--- src/rtl/ntt_pkg.sv ---
// ntt_pkg: shared FSM state type and bit-reversal helper for the NTT read path
package ntt_pkg;
    typedef enum logic [1:0] {IDLE, RUN, DRAIN} state_t;
    function automatic logic [31:0] bitrev(input logic [31:0] x, input int w);
        logic [31:0] r;
        r = '0;
        for (int i = 0; i < w; i++) r[i] = x[w-1-i];
        return r;
    endfunction
endpackage

--- src/rtl/skid_fifo2.sv ---
// skid_fifo2: 2-entry register FIFO holding words returned by the RAM
//   clk, reset : clock, async active-high reset
//   push, din  : write a word
//   pop        : remove the head word (caller only pops when count != 0)
//   count      : occupancy 0..2
//   head       : oldest word (slot 0)
module skid_fifo2 #(
    parameter int W = 33
) (
    input  logic         clk,
    input  logic         reset,
    input  logic         push,
    input  logic         pop,
    input  logic [W-1:0] din,
    output logic [1:0]   count,
    output logic [W-1:0] head
);
    logic [W-1:0] m1;
    logic [1:0]   wslot;
    // an incoming word lands in the slot left free after this cycle's pop
    assign wslot = count - {1'b0, pop};
    always_ff @(posedge clk or posedge reset)
        if (reset) begin
            head  <= '0;
            m1    <= '0;
            count <= '0;
        end else begin
            if (pop) head <= m1;
            if (push && wslot == 2'd0) head <= din;
            if (push && wslot == 2'd1) m1 <= din;
            count <= count + {1'b0, push} - {1'b0, pop};
        end
endmodule

--- src/rtl/bram_stream_reader.sv ---
// bram_stream_reader: issues a run of RAM reads and streams the returned words
//   start/base/len : command, sampled in IDLE; len=0 completes with no reads
//   busy/done      : run in progress / one-cycle completion pulse
//   raddr/rdata    : RAM read port, data valid one cycle after raddr
//   m_valid/m_ready/m_data/m_last : output stream
//   brev           : bit-reversed read order, only with BRAM_RD_BITREV_EN
module bram_stream_reader
    import ntt_pkg::*;
#(
    parameter int DSIZE = 32,
    parameter int MSIZE = 1024,
    parameter int DEPTH = 10
) (
    input  logic             clk,
    input  logic             reset,
    input  logic             start,
    input  logic [DEPTH-1:0] base,
    input  logic [DEPTH:0]   len,
`ifdef BRAM_RD_BITREV_EN
    input  logic             brev,
`endif
    output logic             busy,
    output logic             done,
    output logic [DEPTH-1:0] raddr,
    input  logic [DSIZE-1:0] rdata,
    output logic             m_valid,
    input  logic             m_ready,
    output logic [DSIZE-1:0] m_data,
    output logic             m_last
);
    localparam logic [DEPTH-1:0] AMASK = DEPTH'(MSIZE - 1);
    state_t state, nxt;
    logic [DEPTH-1:0] base_q, raddr_q, off, addr;
    logic [DEPTH:0]   len_q, idx;
    logic [1:0]       cnt;
    logic [DSIZE:0]   head;
    logic             inflight, inflight_last, issue, pop, last_rd, drained;
    assign pop = m_valid & m_ready;
    // words buffered plus the one in flight must leave room, counting a same-cycle pop
    assign issue = state == RUN && ({1'b0, cnt} + {2'b0, inflight}) < (3'd2 + {2'b0, pop});
    assign last_rd = issue && idx + 1'b1 == len_q;
`ifdef BRAM_RD_BITREV_EN
    logic brev_q;
    assign off = brev_q ? DEPTH'(bitrev(32'(idx[DEPTH-1:0]), DEPTH)) : idx[DEPTH-1:0];
    always_ff @(posedge clk or posedge reset)
        if (reset) brev_q <= 1'b0;
        else if (state == IDLE && start) brev_q <= brev;
`else
    assign off = idx[DEPTH-1:0];
`endif
    assign addr = (base_q + off) & AMASK;
    assign raddr = issue ? addr : raddr_q;
    always_comb begin
        drained = cnt == 2'd0 && !inflight;
        nxt = state == IDLE ? (start ? (len == '0 ? DRAIN : RUN) : IDLE)
            : state == RUN ? (last_rd ? DRAIN : RUN)
            : (drained ? IDLE : DRAIN);
        busy = state == RUN || (state == DRAIN && !drained);
        done = state == DRAIN && drained;
    end
    always_ff @(posedge clk or posedge reset)
        if (reset) begin
            state         <= IDLE;
            base_q        <= '0;
            len_q         <= '0;
            idx           <= '0;
            raddr_q       <= '0;
            inflight      <= 1'b0;
            inflight_last <= 1'b0;
        end else begin
            state         <= nxt;
            inflight      <= issue;
            inflight_last <= last_rd;
            if (issue) begin
                raddr_q <= addr;
                idx     <= idx + 1'b1;
            end
            if (state == IDLE && start) begin
                base_q <= base;
                len_q  <= len;
                idx    <= '0;
            end
        end
    // the last-word flag travels with its data through the buffer
    skid_fifo2 #(.W(DSIZE + 1)) u_buf (
        .clk   (clk),
        .reset (reset),
        .push  (inflight),
        .pop   (pop),
        .din   ({inflight_last, rdata}),
        .count (cnt),
        .head  (head)
    );
    assign m_valid = cnt != 2'd0;
    assign m_data  = head[DSIZE-1:0];
    assign m_last  = m_valid & head[DSIZE];
endmodule
--- config.mk ---
export PLATFORM = sky130hd
export DESIGN_NAME = bram_stream_reader
export DESIGN_NICKNAME = d
export VERILOG_FILES = /design/src/rtl/ntt_pkg.sv /design/src/rtl/skid_fifo2.sv /design/src/rtl/bram_stream_reader.sv
export SDC_FILE = /design/constraint.sdc
export NUM_CORES = 1
export LEC_CHECK = 0
export CAP_MARGIN = 15
export CELL_PAD_IN_SITES_DETAIL_PLACEMENT = 1
export CELL_PAD_IN_SITES_GLOBAL_PLACEMENT = 1
export CORE_UTILIZATION = 42
export CTS_CLUSTER_SIZE = 40
export DETAILED_ROUTE_END_ITERATION = 10
export PLACE_DENSITY = 0.88
export SYNTH_ARGS = -nofsm -noshare
export SYNTH_HDL_FRONTEND = slang
export SYNTH_SLANG_ARGS = --single-unit
--- constraint.sdc ---
create_clock -name clk -period 4.6 [get_ports clk]
set_input_delay 0.46 -clock clk [delete_from_list [all_inputs] [get_ports clk]]
set_output_delay 0.46 -clock clk [all_outputs]
set_load 0.01 [all_outputs]
# Word-level counts from Yosys, hierarchy flattened
# Cells that the tools add are included.
# word_totals
out_inout_bits	46
latch_bits	0
elab_cells	53
romBits	0
ramBits	0
ff_bits	114
memories	0
# classes
n_eq_ne	4
n_shift	0
muxes	11
n_lt_le_gt_ge	1
addsub	7
reduce_logical	18
div	0
bitwise	2
multipliers	0
# ops
op	n
$mux 33	2
$mux 11	2
$mux 2	6
$add 11x1->11 const B	1
$eq 11x11->1	1
$logic_not 11->1	1
$add 10x10->10	1
$mux 10	1
$logic_and 1x1->1	8
$logic_not 2->1	3
$reduce_bool 2->1	3
$eq 2x1->1 const B	2
$sub 2x1->2	2
$add 2x1->3	1
$add 2x1->3 const A	1
$lt 3x3->1	1
$add 2x1->2	1
$and 1x1->1	2
$eq 2x2->1 const B	1
$logic_not 1->1	2
$logic_or 1x1->1	1

# Depth between registers and ports, before layout
# depth
ltp_word	9
depth_mapped	11

# Hierarchy
# From an unflattened synthesis, not the netlist that was laid out.
# hier_totals
cells_unflattened	483
hier_area_um2	5746.8
# modules_own_cells
module	area_each_um2	seq_area_each_um2	n_inst	cells_per_inst
skid_fifo2	3109.2	1701.6	1	187
bram_stream_reader	2637.5	1151.1	1	296

# Least setup slack after synthesis
# No wires, ideal clock.
# synth_timing
path_type	reg-to-output
startpoint	register idx[0]
endpoint	output port raddr[8]
path_stages_with_launch	8
n_path_buf	0
setup_slack_ps	1969
arrival_ps	2171
path_cell_list	dfrtp_1 ha_1 fa_1 a21o_1 a21o_1 a2111oi_0 o2111ai_1 nand3_1
# synth_via
elab_chain_cells	2
# synth_rtl
element	line	source
start: declaration	bram_stream_reader.sv:34	logic [DEPTH:0] len_q, idx;
start signal: assignment	bram_stream_reader.sv:76	idx <= idx + 1'b1;
$add 10x10->10	bram_stream_reader.sv:51	assign addr = (base_q + off) & AMASK;
$mux 10	bram_stream_reader.sv:52	assign raddr = issue ? addr : raddr_q;
end: declaration	bram_stream_reader.sv:24	output logic [DEPTH-1:0] raddr,
# No other way between the ends.

# Worst setup path after layout
# layout_timing
startpoint	register u_buf.count[0]
endpoint	output port raddr[9]
# layout_via
elab_chain_cells	6
elab_cells_between_ends	7
cone_classes	2 x add/sub; 1 x order compare; 1 x mux; 1 x bitwise; 2 x reduce/logical
# layout_rtl
element	line	source
start: declaration	skid_fifo2.sv:15	output logic [1:0] count,
start signal: assignment	skid_fifo2.sv:31	count <= count + {1'b0, push} - {1'b0, pop};
$reduce_bool 2->1	bram_stream_reader.sv:94	assign m_valid = cnt != 2'd0;
$and 1x1->1	bram_stream_reader.sv:38	assign pop = m_valid & m_ready;
$add 2x1->3	bram_stream_reader.sv:40	assign issue = state == RUN && ({1'b0, cnt} + {2'b0, inflight}) < (3'd2 + {2'b0, pop});
$lt 3x3->1 *	bram_stream_reader.sv:40	
$logic_and 1x1->1 *	bram_stream_reader.sv:40	
$mux 10 *	bram_stream_reader.sv:52	
# Every way passes the cells marked *; elsewhere a longest branch is shown, timed or not.

==> results.yml <==
yosys:
  synth_seq_cells: 114
  ys_seq_area_share_pct: 49.3
  synthFlopType: "dfrtp_1"
  syn-cell-area_um2: 5780
  ys_types: 57
  yosysTopAreaCell: "dfrtp_1"
  ys_warn_count: 0
  synthTopCellsByArea: "dfrtp_1, mux2_2, mux2i_1"
  yosysTopAreaCellShare_pct: 49.3
  synth_edf_count: 0
  netlist_instances: 524
  avgSynthCellArea_um2: 11.0
  synthArstFlopShare_pct: 100
  syn_nets: 596
worst_setup_path:
  start_kind: "flop"
  critical_path_required_ns: 4.14
  r2r_end: "u_buf.m1[14]$_DFFE_PP0P_"
  slowest_delay_ns: 0.61
  critPathMaxFanout: 25
  worst-path-buf-inv: 3
  crit_family: "buffers and inverters"
  crit_cells: 9
  crit_arrival_ns: 3.45
  worstSetupPathType: "reg2out"
  rr_startpoint: "u_buf.count[1]$_DFF_PP0_"
  crit_slowest_cell: "clkdlybuf4s50_1"
  path_cells: "ha_1 -> ha_1 -> or3b_1 -> clkinv_2 -> nand2_4 -> clkinv_4 -> nand2_1 -> o311ai_0 -> clkdlybuf4s50_1"
  reg2reg_slack_ns: 1.47
  crit_top_cell: "ha_1"
  worst-r2r-cell-count: 7
  critPathCaptureType: "output pin"
floorplanning:
  start_util_pct: 43.3
  pin_count: 103
  fp.dieArea_um2: 14200
  dieWidth_um: 119
  fp.dieH_um: 119
  core-area_um2: 13300
  row_count: 42
cells_and_area:
  final_common_cell: "dfrtp_1"
  syn2layout_area_growth_pct: 27.3
  layout-drive-gt1-share_pct: 17.1
  n_antenna_cell: 0
  fin_nets: 667
  layout_common_cells: "dfrtp_1, clkdlybuf4s50_1, mux2_2, nor2_1, a21oi_1"
  postLayoutCoreUtil_pct: 55.2
route:
  vias_per_cell: 5.47
  totalWireLength_mm: 14.7
  num_vias: 4286
  postRouteAntennaNets: 0
  drc_errors: 0
  wl_per_cell_um: 18.7
  drt_iter0_markers: 177
  firstDrtPassIters: 4
global_route:
  grt_max_degree: 90
  grt_antenna_before_repair: 0
  grt_usage_pct: 22.2
  grt_pass1_wl_mm: 24.4
  grt.overflow.total: 0
  grt_pass1_vias: 4775
timing:
  hold_slack_ns: 0.340
  clock_skew_ns: 0.00606
  rsz0062_at_grt: "false"
  setup_viol_count_final: 0
  slew_headroom_pct: 48.3
  min_period_over_period_pct: 85.0
  worst_slew_pin_slew_ns: 0.776
  fin_tns_setup_ns: 0
  hold_viol_final: 0
  fmax_mhz: 256
  final_max_slew_viol_count: 0
  fin_crit_ns: 3.91
clock_network:
  htreeDepth: 4
  clock_sinks: 114
  cts_root_buf: "clkbuf_16"
  clk_pin_slew_worst_paths_ns: 0.06
  cts_tree: "built"
  clk-insertion-delay-late_ns: 0.42
  post_cts_buffers: 0
  cts_buffers: 17
  hold_buffers: 0
  cts_buffer_depth: 2
  cts_resized: 0
power_and_ir_drop:
  total_leakage_power_uw: 0.00322
  p_per_area_nw_per_um2: 809
  peakVddDrop_mv: 0.306
placement:
  dp_hpwl_mm: 10.1
  io_buffers: 102
  place_congestion: 0.839
status:
  status: "completed"
min_path:
  hp-class: "in2async"
run:
  drv_cap: 0
registers in the layout, indices dropped and copies added (netlist names):
register       flops
u_buf.head        33
u_buf.m1          33
idx               11
len_q             11
base_q            10
raddr_q           10
state              2
u_buf.count        2
inflight           1
inflight_last      1
power by group:
group | leakage, uW | internal [uW] | switching (uW) | total [uW]
Clock | 0.000287 | 856 | 490 | 1350
Combinational | 0.00156 | 1380 | 1400 | 2780
Sequential | 0.00138 | 1500 | 328 | 1830
Yosys cell counts, types with 2 or more instances:
master / count
nand3_1: 7
and2_1: 2
nor2_1: 45
buf_4: 32
mux2i_1: 33
clkbuf_1: 10
mux2_2: 54
nand4_1: 3
inv_1: 10
dfrtp_1: 114
nand2b_1: 3
buf_2: 12
a2111oi_0: 2
nor3_1: 14
o2111ai_1: 2
ha_1: 14
a21oi_1: 40
a211oi_1: 3
nand2_1: 26
a21o_1: 4
xnor2_1: 14
o21ai_0: 23
nor3b_1: 3
nor4_1: 4
or4_1: 4
xor2_1: 7
and3_1: 3
o21a_1: 2
o21ai_1: 2
o31ai_1: 5
routing by layer:
layer,wire length (um),up-vias,global-route usage (%),share of wire (%)
li1,-,1978,-,-
met1,6200,2187,25.9,42
met2,7740,101,40.0,53
met3,500,20,4.79,3.4
met4,222,0,8.05,1.5
met5,0,-,0,0
metrics by stage:
stage,power (uW),setup WS [ns],instance area (um^2),std cells
after floorplan,3680,1.12,5780,524
after global placement,4410,1.06,6730,751
after detailed placement,4610,0.930,6730,751
after CTS,6010,0.660,7330,783
after global routing,6340,0.481,7360,784
final,5950,0.689,7360,784
cell type report:
type / instances / area, um^2
fill: 1414 / 5990
sequential: 114 / 2850
multi-input combinational: 343 / 2520
timing repair buffer: 107 / 1100
clock buffer: 18 / 429
tap: 176 / 220
clock inverter: 14 / 179
inverter: 12 / 53.8
worst max-delay path by stage:
stage	startpoint	to	slack, ns
global placement	m_ready	raddr[9]	1.06
floorplan	reset	base_q[0]$_DFFE_PP0P_	1.12
detailed placement	m_ready	raddr[9]	0.93
finish	u_buf.count[0]$_DFF_PP0_	raddr[9]	0.69
global route	u_buf.count[0]$_DFF_PP0_	raddr[9]	0.48
CTS	u_buf.count[0]$_DFF_PP0_	raddr[9]	0.66
logic make-up (layout without fill, tap and decap cells):
family,Yosys count,in the layout,share of synthesized area [%]
flip-flops,114,114,49.3
AND/OR/NAND/NOR,125,125,10.5
buffers and inverters,67,151,7.29
AO/OA/AOI/OAI,95,95,10.0
XOR/XNOR,21,21,3.18
multiplexers,87,87,16.2
adder cells (fa/ha/maj),15,15,3.38
Power figures use the tool's default switching activity.
